<file path="src/rtl/debounce_multicanal.sv">
// Multi-channel button debouncer: 2-flop synchronizer, shared sample-tick prescaler,
// per-channel debounce and hold counters, registered press/release/long-press pulses.
module debounce_multicanal #(
  parameter int CANAIS         = 4,
  parameter int PRESCALE       = 50000,
  parameter int DEBOUNCE_TICKS = 10,
  parameter int HOLD_TICKS     = 1000,
  parameter int ACTIVE_LOW     = 0
) (
  input  logic              clock,
  input  logic              reset,
  input  logic [CANAIS-1:0] botoesEntrada,
  output logic [CANAIS-1:0] botoesFiltrados,
  output logic [CANAIS-1:0] pulsoPressao,
  output logic [CANAIS-1:0] pulsoSoltura,
  output logic [CANAIS-1:0] pulsoLongo
);

  localparam int PW = (PRESCALE > 1) ? $clog2(PRESCALE) : 1;
  localparam int DW = $clog2(DEBOUNCE_TICKS) + 1;
  localparam int HW = $clog2(HOLD_TICKS) + 1;

  localparam logic [PW-1:0]     PRESC_LAST = PW'(PRESCALE - 1);
  localparam logic [DW-1:0]     DEB_LAST   = DW'(DEBOUNCE_TICKS - 1);
  localparam logic [HW-1:0]     HOLD_FULL  = HW'(HOLD_TICKS);
  localparam logic [CANAIS-1:0] IDLE_RAW   = (ACTIVE_LOW != 0) ? {CANAIS{1'b1}} : {CANAIS{1'b0}};

  logic [CANAIS-1:0] sync1_q, sync2_q;
  logic [CANAIS-1:0] sync_s;
  logic [PW-1:0]     presc_q, presc_d;
  logic              tick_s;
  logic [DW-1:0]     deb_q [CANAIS];
  logic [DW-1:0]     deb_d [CANAIS];
  logic [HW-1:0]     hold_q [CANAIS];
  logic [HW-1:0]     hold_d [CANAIS];
  logic [CANAIS-1:0] filt_q, filt_d;
  logic [CANAIS-1:0] press_q, press_d;
  logic [CANAIS-1:0] rel_q, rel_d;
  logic [CANAIS-1:0] long_q, long_d;

  assign sync_s = (ACTIVE_LOW != 0) ? ~sync2_q : sync2_q;

  // Next-state logic for prescaler, debounce/hold counters and pulse flops
  always_comb begin
    tick_s  = (presc_q == PRESC_LAST);
    presc_d = tick_s ? {PW{1'b0}} : presc_q + PW'(1);
    filt_d  = filt_q;
    long_d  = {CANAIS{1'b0}};
    for (int i = 0; i < CANAIS; i++) begin
      deb_d[i]  = deb_q[i];
      hold_d[i] = hold_q[i];
      if (sync_s[i] == filt_q[i]) begin
        deb_d[i] = {DW{1'b0}};
      end else if (tick_s) begin
        if (deb_q[i] == DEB_LAST) begin
          filt_d[i] = sync_s[i];
          deb_d[i]  = {DW{1'b0}};
        end else begin
          deb_d[i] = deb_q[i] + DW'(1);
        end
      end else begin
        deb_d[i] = deb_q[i];
      end
      if (!filt_q[i]) begin
        hold_d[i] = {HW{1'b0}};
      end else if (tick_s && (hold_q[i] != HOLD_FULL)) begin
        hold_d[i] = hold_q[i] + HW'(1);
      end else begin
        hold_d[i] = hold_q[i];
      end
      // A release accepted on the completing tick suppresses the long-press pulse
      long_d[i] = filt_d[i] && (hold_d[i] == HOLD_FULL) && (hold_q[i] != HOLD_FULL);
    end
    press_d = filt_d & ~filt_q;
    rel_d   = ~filt_d & filt_q;
  end

  // State registers with synchronous active-high reset
  always_ff @(posedge clock) begin
    if (reset) begin
      sync1_q <= IDLE_RAW;
      sync2_q <= IDLE_RAW;
      presc_q <= {PW{1'b0}};
      filt_q  <= {CANAIS{1'b0}};
      press_q <= {CANAIS{1'b0}};
      rel_q   <= {CANAIS{1'b0}};
      long_q  <= {CANAIS{1'b0}};
      for (int i = 0; i < CANAIS; i++) begin
        deb_q[i]  <= {DW{1'b0}};
        hold_q[i] <= {HW{1'b0}};
      end
    end else begin
      sync1_q <= botoesEntrada;
      sync2_q <= sync1_q;
      presc_q <= presc_d;
      filt_q  <= filt_d;
      press_q <= press_d;
      rel_q   <= rel_d;
      long_q  <= long_d;
      for (int i = 0; i < CANAIS; i++) begin
        deb_q[i]  <= deb_d[i];
        hold_q[i] <= hold_d[i];
      end
    end
  end

  assign botoesFiltrados = filt_q;
  assign pulsoPressao    = press_q;
  assign pulsoSoltura    = rel_q;
  assign pulsoLongo      = long_q;

endmodule
</file>
<file path="config.mk">
export PLATFORM = sky130hd
export DESIGN_NAME = debounce_multicanal
export DESIGN_NICKNAME = d
export VERILOG_FILES = /design/src/rtl/debounce_multicanal.sv
export SDC_FILE = /design/constraint.sdc
export NUM_CORES = 1
export LEC_CHECK = 0
export CAP_MARGIN = 10
export CORE_MARGIN = 2
export CORE_UTILIZATION = 60
export DETAILED_ROUTE_END_ITERATION = 8
export HOLD_SLACK_MARGIN = 0.02
export PLACE_DENSITY = 0.79
export SYNTH_ARGS = -nofsm -noshare
export SYNTH_HDL_FRONTEND = slang
export SYNTH_SLANG_ARGS = --single-unit
</file>
<file path="constraint.sdc">
create_clock -name clock -period 3 [get_ports clock]
set_input_delay 0.75 -clock clock [delete_from_list [all_inputs] [get_ports clock]]
set_output_delay 0.75 -clock clock [all_outputs]
set_load 0.1 [all_outputs]
</file>
# Yosys cells after proc, flatten, opt, wreduce, memory -nomap -nowiden
# Memory sizes are Yosys's and may differ from the RTL's.
# Index checks and enable logic that the tools add are counted.
[word_totals]
mem_bits_ro = 0
latch_bits = 0
out_inout_bits = 16
wordCells = 103
mem_count = 2
input_bits = 6
reg_bits = 40
ramBits = 64
[memory_table]
columns = ["name", "depth", "width", "rd", "rd_ports_with_merged_regs", "write_ports", "line", "text"]
rows = [
  ["hold_q", 4, 11, 4, 0, 4, "34", "logic [HW-1:0] hold_q [CANAIS];"],
  ["deb_q", 4, 5, 4, 0, 4, "32", "logic [DW-1:0] deb_q [CANAIS];"],
]
[op_classes]
n_eq_ne = 17
n_addsub = 9
reduce_logical = 13
shifts = 0
muxes = 43
bitwise = 12
mul = 0
div_mod_pow = 0
magnitude_cmp = 0
[ops]
columns = ["cell", "n"]
rows = [
  ["two-way mux 11 bit", 12],
  ["two-way mux 5 bit", 16],
  ["adder 11 x 1 -> 11 bit (second input constant)", 4],
  ["== test 11 x 10 -> 1 bit (second input constant)", 4],
  ["inequality test 11 x 10 -> 1 bit (second input constant)", 4],
  ["adder 5 x 1 -> 5 bit (second input constant)", 4],
  ["== test 5 x 4 -> 1 bit (second input constant)", 4],
  ["adder 16 x 1 -> 16 bit (second input constant)", 1],
  ["== test 16 bit (second input constant)", 1],
  ["two-way mux 1 bit", 15],
  ["logical AND 1 bit", 12],
  ["bitwise AND 4 bit", 2],
  ["NOT 4 bit", 2],
  ["bitwise OR 1 bit", 8],
  ["== test 1 bit", 4],
  ["OR reduction 2 bit", 1],
]

# Logic depth before layout (Yosys ltp)
# Gate-level depths: netlist (run 1).
[logic_depth]
word_depth = 7
depth_mapped = 10
depth_no_buf = 8

# Worst setup path before layout (run 1)
# No wires, ideal clock.
[synth_path]
path_type = "reg-to-reg"
startpoint = "register presc_q[13]"
endpoint = "register long_q[3], in the netlist pulsoLongo[3]"
setup_ps = 88
stages_incl_launch_ff = 7
slack_ps = 497
path_buffers = 0
arrival_time_ps = 2415
path_cell_list = "dfxtp_1 or4b_4 or4_4 or3_1 a21oi_1 or4b_1 nor4_2"
[synth_via]
elab_chain_cells = 7
word_cells_on_any_way = 9
classes_between = "2 x eq/ne; 4 x mux; 3 x reduce/logical"
[synth_rtl]
columns = ["item", "line", "text"]
rows = [
  ["start, declared", "30", "logic [PW-1:0] presc_q, presc_d;"],
  ["start signal, assigned", "83", "presc_q <= {PW{1'b0}};"],
  ["start signal, assigned", "95", "presc_q <= presc_d;"],
  ["== test 16 bit *", "45", "tick_s = (presc_q == PRESC_LAST);"],
  ["logical AND 1 bit", "66", "end else if (tick_s && (hold_q[i] != HOLD_FULL)) begin"],
  ["two-way mux 11 bit", "66", ""],
  ["two-way mux 11 bit", "64", "if (!filt_q[i]) begin"],
  ["== test 11 x 10 -> 1 bit", "72", "long_d[i] = filt_d[i] && (hold_d[i] == HOLD_FULL) && (hold_q[i] != HOLD_FULL);"],
  ["logical AND 1 bit * (2 in a row)", "72", ""],
  ["end signal, assigned", "87", "long_q <= {CANAIS{1'b0}};"],
  ["end signal, assigned", "99", "long_q <= long_d;"],
  ["end, declared", "39", "logic [CANAIS-1:0] long_q, long_d;"],
]
# Every way passes the cells marked *; elsewhere a longest branch is shown, timed or not.
# A chain may end at the register's enable or synchronous reset.

# Final worst setup path (run 1)
[layout_path]
startpoint = "register presc_q[4]"
endpoint = "register long_q[3], in the netlist pulsoLongo[3]"
# Same word-level chain as after synthesis.

==> results of run 1 <==
-- state kept, by name, summed over array words and instances (netlist names) --
| name | flops |
|---|---|
| sync1_q | 4 |
| pulsoSoltura | 4 |
| botoesFiltrados | 4 |
| pulsoPressao | 4 |
| sync2_q | 4 |
| hold_q | 44 |
| pulsoLongo | 4 |
| deb_q | 20 |
| presc_q | 16 |
-- final cells by class --
| cell class | instances | area, um2 |
|---|---|---|
| clock buffers | 12 | 165 |
| clock inverters | 4 | 98.8 |
| inverters | 20 | 75.1 |
| repair buffers | 29 | 230 |
| flip-flops and latches | 104 | 2080 |
| fillers | 680 | 2610 |
| well taps | 105 | 131 |
| multi-input cells | 432 | 2700 |
-- power by group --
group | switching [mW] | leakage [nW] | internal (mW) | total [mW]
Sequential | 0.00563 | 0.840 | 1.39 | 1.39
Combinational | 0.0163 | 0.854 | 0.0166 | 0.0330
Clock | 0.453 | 0.133 | 0.624 | 1.08
Total | 0.475 | 1.83 | 2.03 | 2.50
-- metrics by stage --
step / power (mW) / hold slack [ns]
detailed placement: 1.46 / 0.436
CTS: 2.53 / 0.454
floorplan: 1.44 / 0.414
finish: 2.50 / 0.448
global route: 2.59 / 0.475
global placement: 1.46 / 0.420
-- kinds of logic (layout without fill, tap and decap cells) --
| family | Yosys count | in the layout |
|---|---|---|
| and+or+nand+nor | 291 | 291 |
| DFF | 104 | 104 |
| xor gates and xnor gates | 74 | 74 |
| AOI/OAI and AO/OA | 46 | 46 |
| buffers and inverters | 44 | 65 |
| adders and majority gates | 17 | 17 |
| muxes | 4 | 4 |
-- layer usage --
metal	vias to the layer above	wire (um)
met3	10	320
li1	2002	-
met5	-	0
met4	0	117
met1	1869	4350
met2	73	4620
-- path summary, 6_finish.rpt --
kind / start / endpoint / slack (ns) / depth (start not counted)
setup / recovery: presc_q[4]$_SDFF_PP0_ / pulsoLongo[3]$_SDFF_PP0_ / 0.19 / 6
hold / removal: sync1_q[1]$_SDFF_PP0_ / sync2_q[1]$_SDFF_PP0_ / 0.45 / 1
setup reg to reg: presc_q[4]$_SDFF_PP0_ / pulsoLongo[3]$_SDFF_PP0_ / 0.19 / 6
hold reg to reg: sync1_q[1]$_SDFF_PP0_ / sync2_q[1]$_SDFF_PP0_ / 0.45 / 1
-- worst max-delay path, stage by stage, from the launching register on --
cell and delay (ns):
dfxtp_1 0.36, or4b_1 0.60, or4_4 0.58, or3_1 0.35, a21oi_1 0.13, or4b_1 0.46, nor4_2 0.24
-- cell usage in the layout (no fill, tap or decap), types with 2 or more instances in the layout --
cell type / n
nand2_1: 47
clkdlybuf4s50_1: 5
and4_1: 2
or3_1: 9
nor4bb_1: 4
and3_1: 10
inv_1: 20
nand4b_1: 2
bufinv_16: 3
nor4_1: 6
nor3_1: 22
dfxtp_1: 104
ha_1: 17
nor2b_1: 15
mux2i_1: 4
buf_4: 24
o21ai_0: 7
o31ai_1: 3
nor2_1: 96
nand2b_1: 9
clkbuf_8: 12
nand4_1: 22
a21oi_1: 13
nand3_1: 31
or4b_1: 2
o21a_1: 2
xor2_1: 37
a211oi_1: 4
nor3b_1: 2
xnor2_1: 37
o22ai_1: 2
and2_1: 5
a31oi_1: 7
==> run summary, run 1 <==
Outcome - finished clean
Congestion Overflow GR - 0
Synth Cell Area - 4950 um2
Busiest grt layer - met2
Final Skew - 0.00892 ns
# IOs - 22
Final core utilization - 0.678
Min Tclk post-route - 2.81 ns
Sequential area share after synthesis - 0.421
Maximum fanout along the worst path - 17
Post-route clock period utilization - 0.937
Arrival time of the worst setup path - 3.08 ns
Met1 Use GR - 0.272
Area Overhead vs Synth - 10.8%
Dpl cell area - 5220 um2
Final setup fails - 0
Total CTS buffers - 9
Share of post-route cells with drive strength above 1 - 0.0815
Max IR drop VDD - 0.000293 V
Routed WL per cell - 13.3 um
RSZ-0062 raised after global routing - no
Max Cap Viol - 0
Die X - 94.8 um
Routed vias/inst - 5.60
Slew margin rel. - 0.519
GP Congestion - 0.914
EDFF count, synth - 0
Synth Area in Compound Gates - 0.0650
XOR/XNOR Fraction of Synth Area - 0.131
Die Y - 94.8 um
Hold-fix buffers, CTS - 0
First-pass GRT wire length - 16100 um
Core Area - 8090 um2
Largest net degree at the start of global routing - 22
Synth area leaders - dfxtp_1 42%, nor2_1 7.3%, xnor2_1 6.5%
Top cell type's share of synthesized area - 0.421
Synth Flop Type - dfxtp_1
IO Port Bufs - 21
CP Class - register to register
Ys Warns - 0
Simple-gate share of the synthesized area - 0.297
Cells after synthesis - 580
Initial antenna violation count - 0
Post_cts resized - 0
Pleak - 1.83 nW
CTS H-tree depth - 3
Initial core utilization - 0.612
Mux share of post-synthesis cell area - 0.00809
Met3 Usage GRT - 0.0487
Placed insts - 690
Die area - 8990 um2
Distinct cell type count after synthesis - 47
Clk buf depth - 2
Synthesized net count - 603
Count leader, synth - dfxtp_1
M2 GR Usage - 0.397
Startpoint Class - register
Syn_area_per_cell - 8.53 um2
Adder-Cell Fraction of Synth Area - 0.0430
Setup repair bufs after CTS - 0
Fin worst setup slack - 0.190 ns
CTS clk-pin slew, worst paths - 0.10 ns
DRC - 0
Worst min path class - register to register
Non-Filler Instances - 706
FMAX - 356 MHz
Post-route ant nets - 0
Critical Path End Type - register
Synth top cells by count - 104 x dfxtp_1, 96 x nor2_1, 47 x nand2_1
Area leader, netlist - dfxtp_1
Dpl ws - 0.223 ns
Post-route cell area - 5480 um2
Via count - 3954
Synth async-reset ratio - 0
Worst-Margin Slew - 0.715 ns
Root Buffer Master - clkbuf_8
Largest family of logic cells by synthesized area - simple AND/OR/NAND/NOR gates
Required @ worst endpoint - 3.27 ns
Antenna Diode Count - 0
DRT Pass-1 Iters - 4
Skew-Pair Late Insertion Delay - 0.35 ns
Max-slew violation count - 0
Final Hold Viols - 0
Post-DP HPWL - 6750 um
Fin nets - 619
Initial DRC count - 157
All-layer global routing usage - 0.223
Final wirelength - 9400 um
TritonCTS clock tree - built
PwrDens - 456 nW/um2
Number of global-route vias before repair - 3737
Sink Count - 104
#FFs+latches synth - 104
Setup TNS - 0 ns
# rows - 33
Power figures use the tool's default switching activity.
==> inputs of run 2 (changes only) <==
ABC_AREA = 1   (was unset)
CORE_UTILIZATION = 61   (was 60)
PLACE_DENSITY = 0.8   (was 0.79)
==> run 2 against run 1 <==
  * Highest routed layer unchanged
  * Synthesized cell count rose by 52%
  * Combinational power rose by 18%
  * Die area rose by 15%
  * Fmax rose by 32%
==> run summary, run 2 <==
Outcome - finished clean
Required @ worst endpoint - 3.31 ns
Synthesized net count - 906
Cells after synthesis - 883
GP Congestion - 0.959
Worst min path class - register to register
Area leader, netlist - dfxtp_1
Initial DRC count - 280
Root Buffer Master - clkbuf_8
Final setup fails - 0
RSZ-0062 raised after global routing - no
All-layer global routing usage - 0.257
Final Skew - 0.00587 ns
Fin nets - 918
Share of post-route cells with drive strength above 1 - 0.0823
Die Y - 101 um
Skew-Pair Late Insertion Delay - 0.36 ns
PwrDens - 382 nW/um2
Most used cell, CP - nand2_2
Max IR drop VDD - 0.000382 V
Max Cap Viol - 0
Biggest register - hold_q
Routed WL per cell - 12.1 um
Clk buf depth - 2
EDFF count, synth - 0
Critical Path End Type - register
Count leader, synth - nand2_1
Post_cts resized - 0
Sequential Power Share - 0.583
# rows - 35
Synth area leaders - dfxtp_1 36%, nand2_1 13%, nor2_1 9.5%
Post-route cell area - 6250 um2
Min Tclk post-route - 2.13 ns
Synth async-reset ratio - 0
Commonest non-fill, non-tap cell in the layout - nand2_1
Pint - 1.91 mW
Critical path's largest stage delay - 0.36 ns
Final wirelength - 12400 um
Comb pwr share - 0.016
Pleak - 2.56 nW
Syn_area_per_cell - 6.56 um2
Top cell type's share of synthesized area - 0.359
Final Hold Viols - 0
Synth top cells by count - 199 x nand2_1, 146 x nor2_1, 117 x inv_1
Die area - 10300 um2
Sink Count - 104
Congestion Overflow GR - 0
# IOs - 22
Largest net degree at the start of global routing - 43
Routed vias/inst - 5.31
Clock share of power - 0.401
Antenna Diode Count - 0
Initial antenna violation count - 0
Biggest regs - hold_q x44, deb_q x20, presc_q x16
Initial core utilization - 0.627
Startpoint Class - register
NetSw - 478 uW
CTS H-tree depth - 3
CP max stage cell - dfxtp_1
Sw Ratio - 0.200
TritonCTS clock tree - built
Total CTS buffers - 9
Max-slew violation count - 0
DRC - 0
Core Area - 9240 um2
Post-route ant nets - 0
IO Port Bufs - 21
Area Overhead vs Synth - 7.79%
#FFs+latches synth - 104
CP Cell Sequence - ha_1, nand2_2, inv_2, nand2_2, nor2_2, nand2_2, nor2_4, nand3_1, nand3_1, nand2_1, nor2_1, nand2_1, nor2_1
Arrival time of the worst setup path - 2.44 ns
Ys Warns - 0
Distinct cell type count after synthesis - 38
Post-route clock period utilization - 0.709
FMAX - 470 MHz
Number of fill cells - 836
Die X - 101 um
Synth Cell Area - 5800 um2
Synth Flop Type - dfxtp_1
Max reg flops - 44
Post-DP HPWL - 9070 um
Via count - 5454
Dpl cell area - 6030 um2
Number of global-route vias before repair - 5159
Setup repair bufs after CTS - 0
Sequential area share after synthesis - 0.359
First-pass GRT wire length - 21500 um
Hold-fix buffers, CTS - 0
CP Class - register to register
CTS clk-pin slew, worst paths - 0.09 ns
Worst-Margin Slew - 0.565 ns
Slew margin rel. - 0.623
Setup TNS - 0 ns
DRT Pass-1 Iters - 5
Most frequent cells in the layout - 199 x nand2_1, 146 x nor2_1, 117 x inv_1
Maximum fanout along the worst path - 11
## run 2: cell families after synthesis
| kind of cell | Yosys count | synth area share |
|---|---|---|
| AOI/OAI and AO/OA | 71 | 0.0695 |
| DFF | 104 | 0.359 |
| and+or+nand+nor | 517 | 0.398 |
| buffers and inverters | 152 | 0.103 |
| xor gates and xnor gates | 22 | 0.0332 |
| adders and majority gates | 17 | 0.0367 |
## run 2: worst max-delay path: cells and delay by family, from the launching register on
family / cells / cell delay [ns]
buffers and inverters: 1 / 0.07
AND/OR/NAND/NOR: 11 / 1.45
adder cells (fa/ha/maj): 1 / 0.19
flip-flops: 1 / 0.36
## run 2: final cells by class
cell class / count / area (um2) / share of cell area
multi-input cells: 627 / 3120 / 0.499
well taps: 129 / 161 / 0.0258
clock inverters: 3 / 65.1 / 0.0104
inverters: 131 / 492 / 0.0787
repair buffers: 22 / 178 / 0.0284
flip-flops and latches: 104 / 2080 / 0.333
clock buffers: 12 / 155 / 0.0248
## run 2: layer usage
layer	share of wire	GRT usage
met1	0.44	0.304
met2	0.48	0.446
met3	0.050	0.0607
met4	0.026	0.109
met5	0	0
## run 2: worst paths after layout
check	depth (start not counted)	from	endpoint	slack, ns
max	13	presc_q[0]$_SDFF_PP0_	pulsoLongo[2]$_SDFF_PP0_	0.87
min	2	sync1_q[2]$_SDFF_PP0_	sync2_q[2]$_SDFF_PP0_	0.41
max reg2reg	13	presc_q[0]$_SDFF_PP0_	pulsoLongo[2]$_SDFF_PP0_	0.87
min reg2reg	2	sync1_q[2]$_SDFF_PP0_	sync2_q[2]$_SDFF_PP0_	0.41
## run 2: per-stage QoR
step                      std cells  total power, mW  setup slack, ns   util  hold WS (ns)
after CTS                      1028             2.42            0.869  0.676         0.415
after global placement         1013             1.46            0.547  0.652         0.394
after detailed placement       1013             1.46            0.498  0.652         0.396
after floorplan                 883             1.45            0.963      -         0.388
after global routing           1028             2.48            0.645  0.676         0.439
final                          1028             2.39            0.872  0.676         0.413
## run 2: power by group through the flow
stage | Sequential (mW) | Combinational (mW) | Clock [mW]
global placement | 1.42 | 0.0384 | 0
global route | 1.39 | 0.0450 | 1.04
CTS | 1.39 | 0.0394 | 0.986
detailed placement | 1.42 | 0.0396 | 0
finish | 1.39 | 0.0391 | 0.958
floorplan | 1.42 | 0.0263 | 0
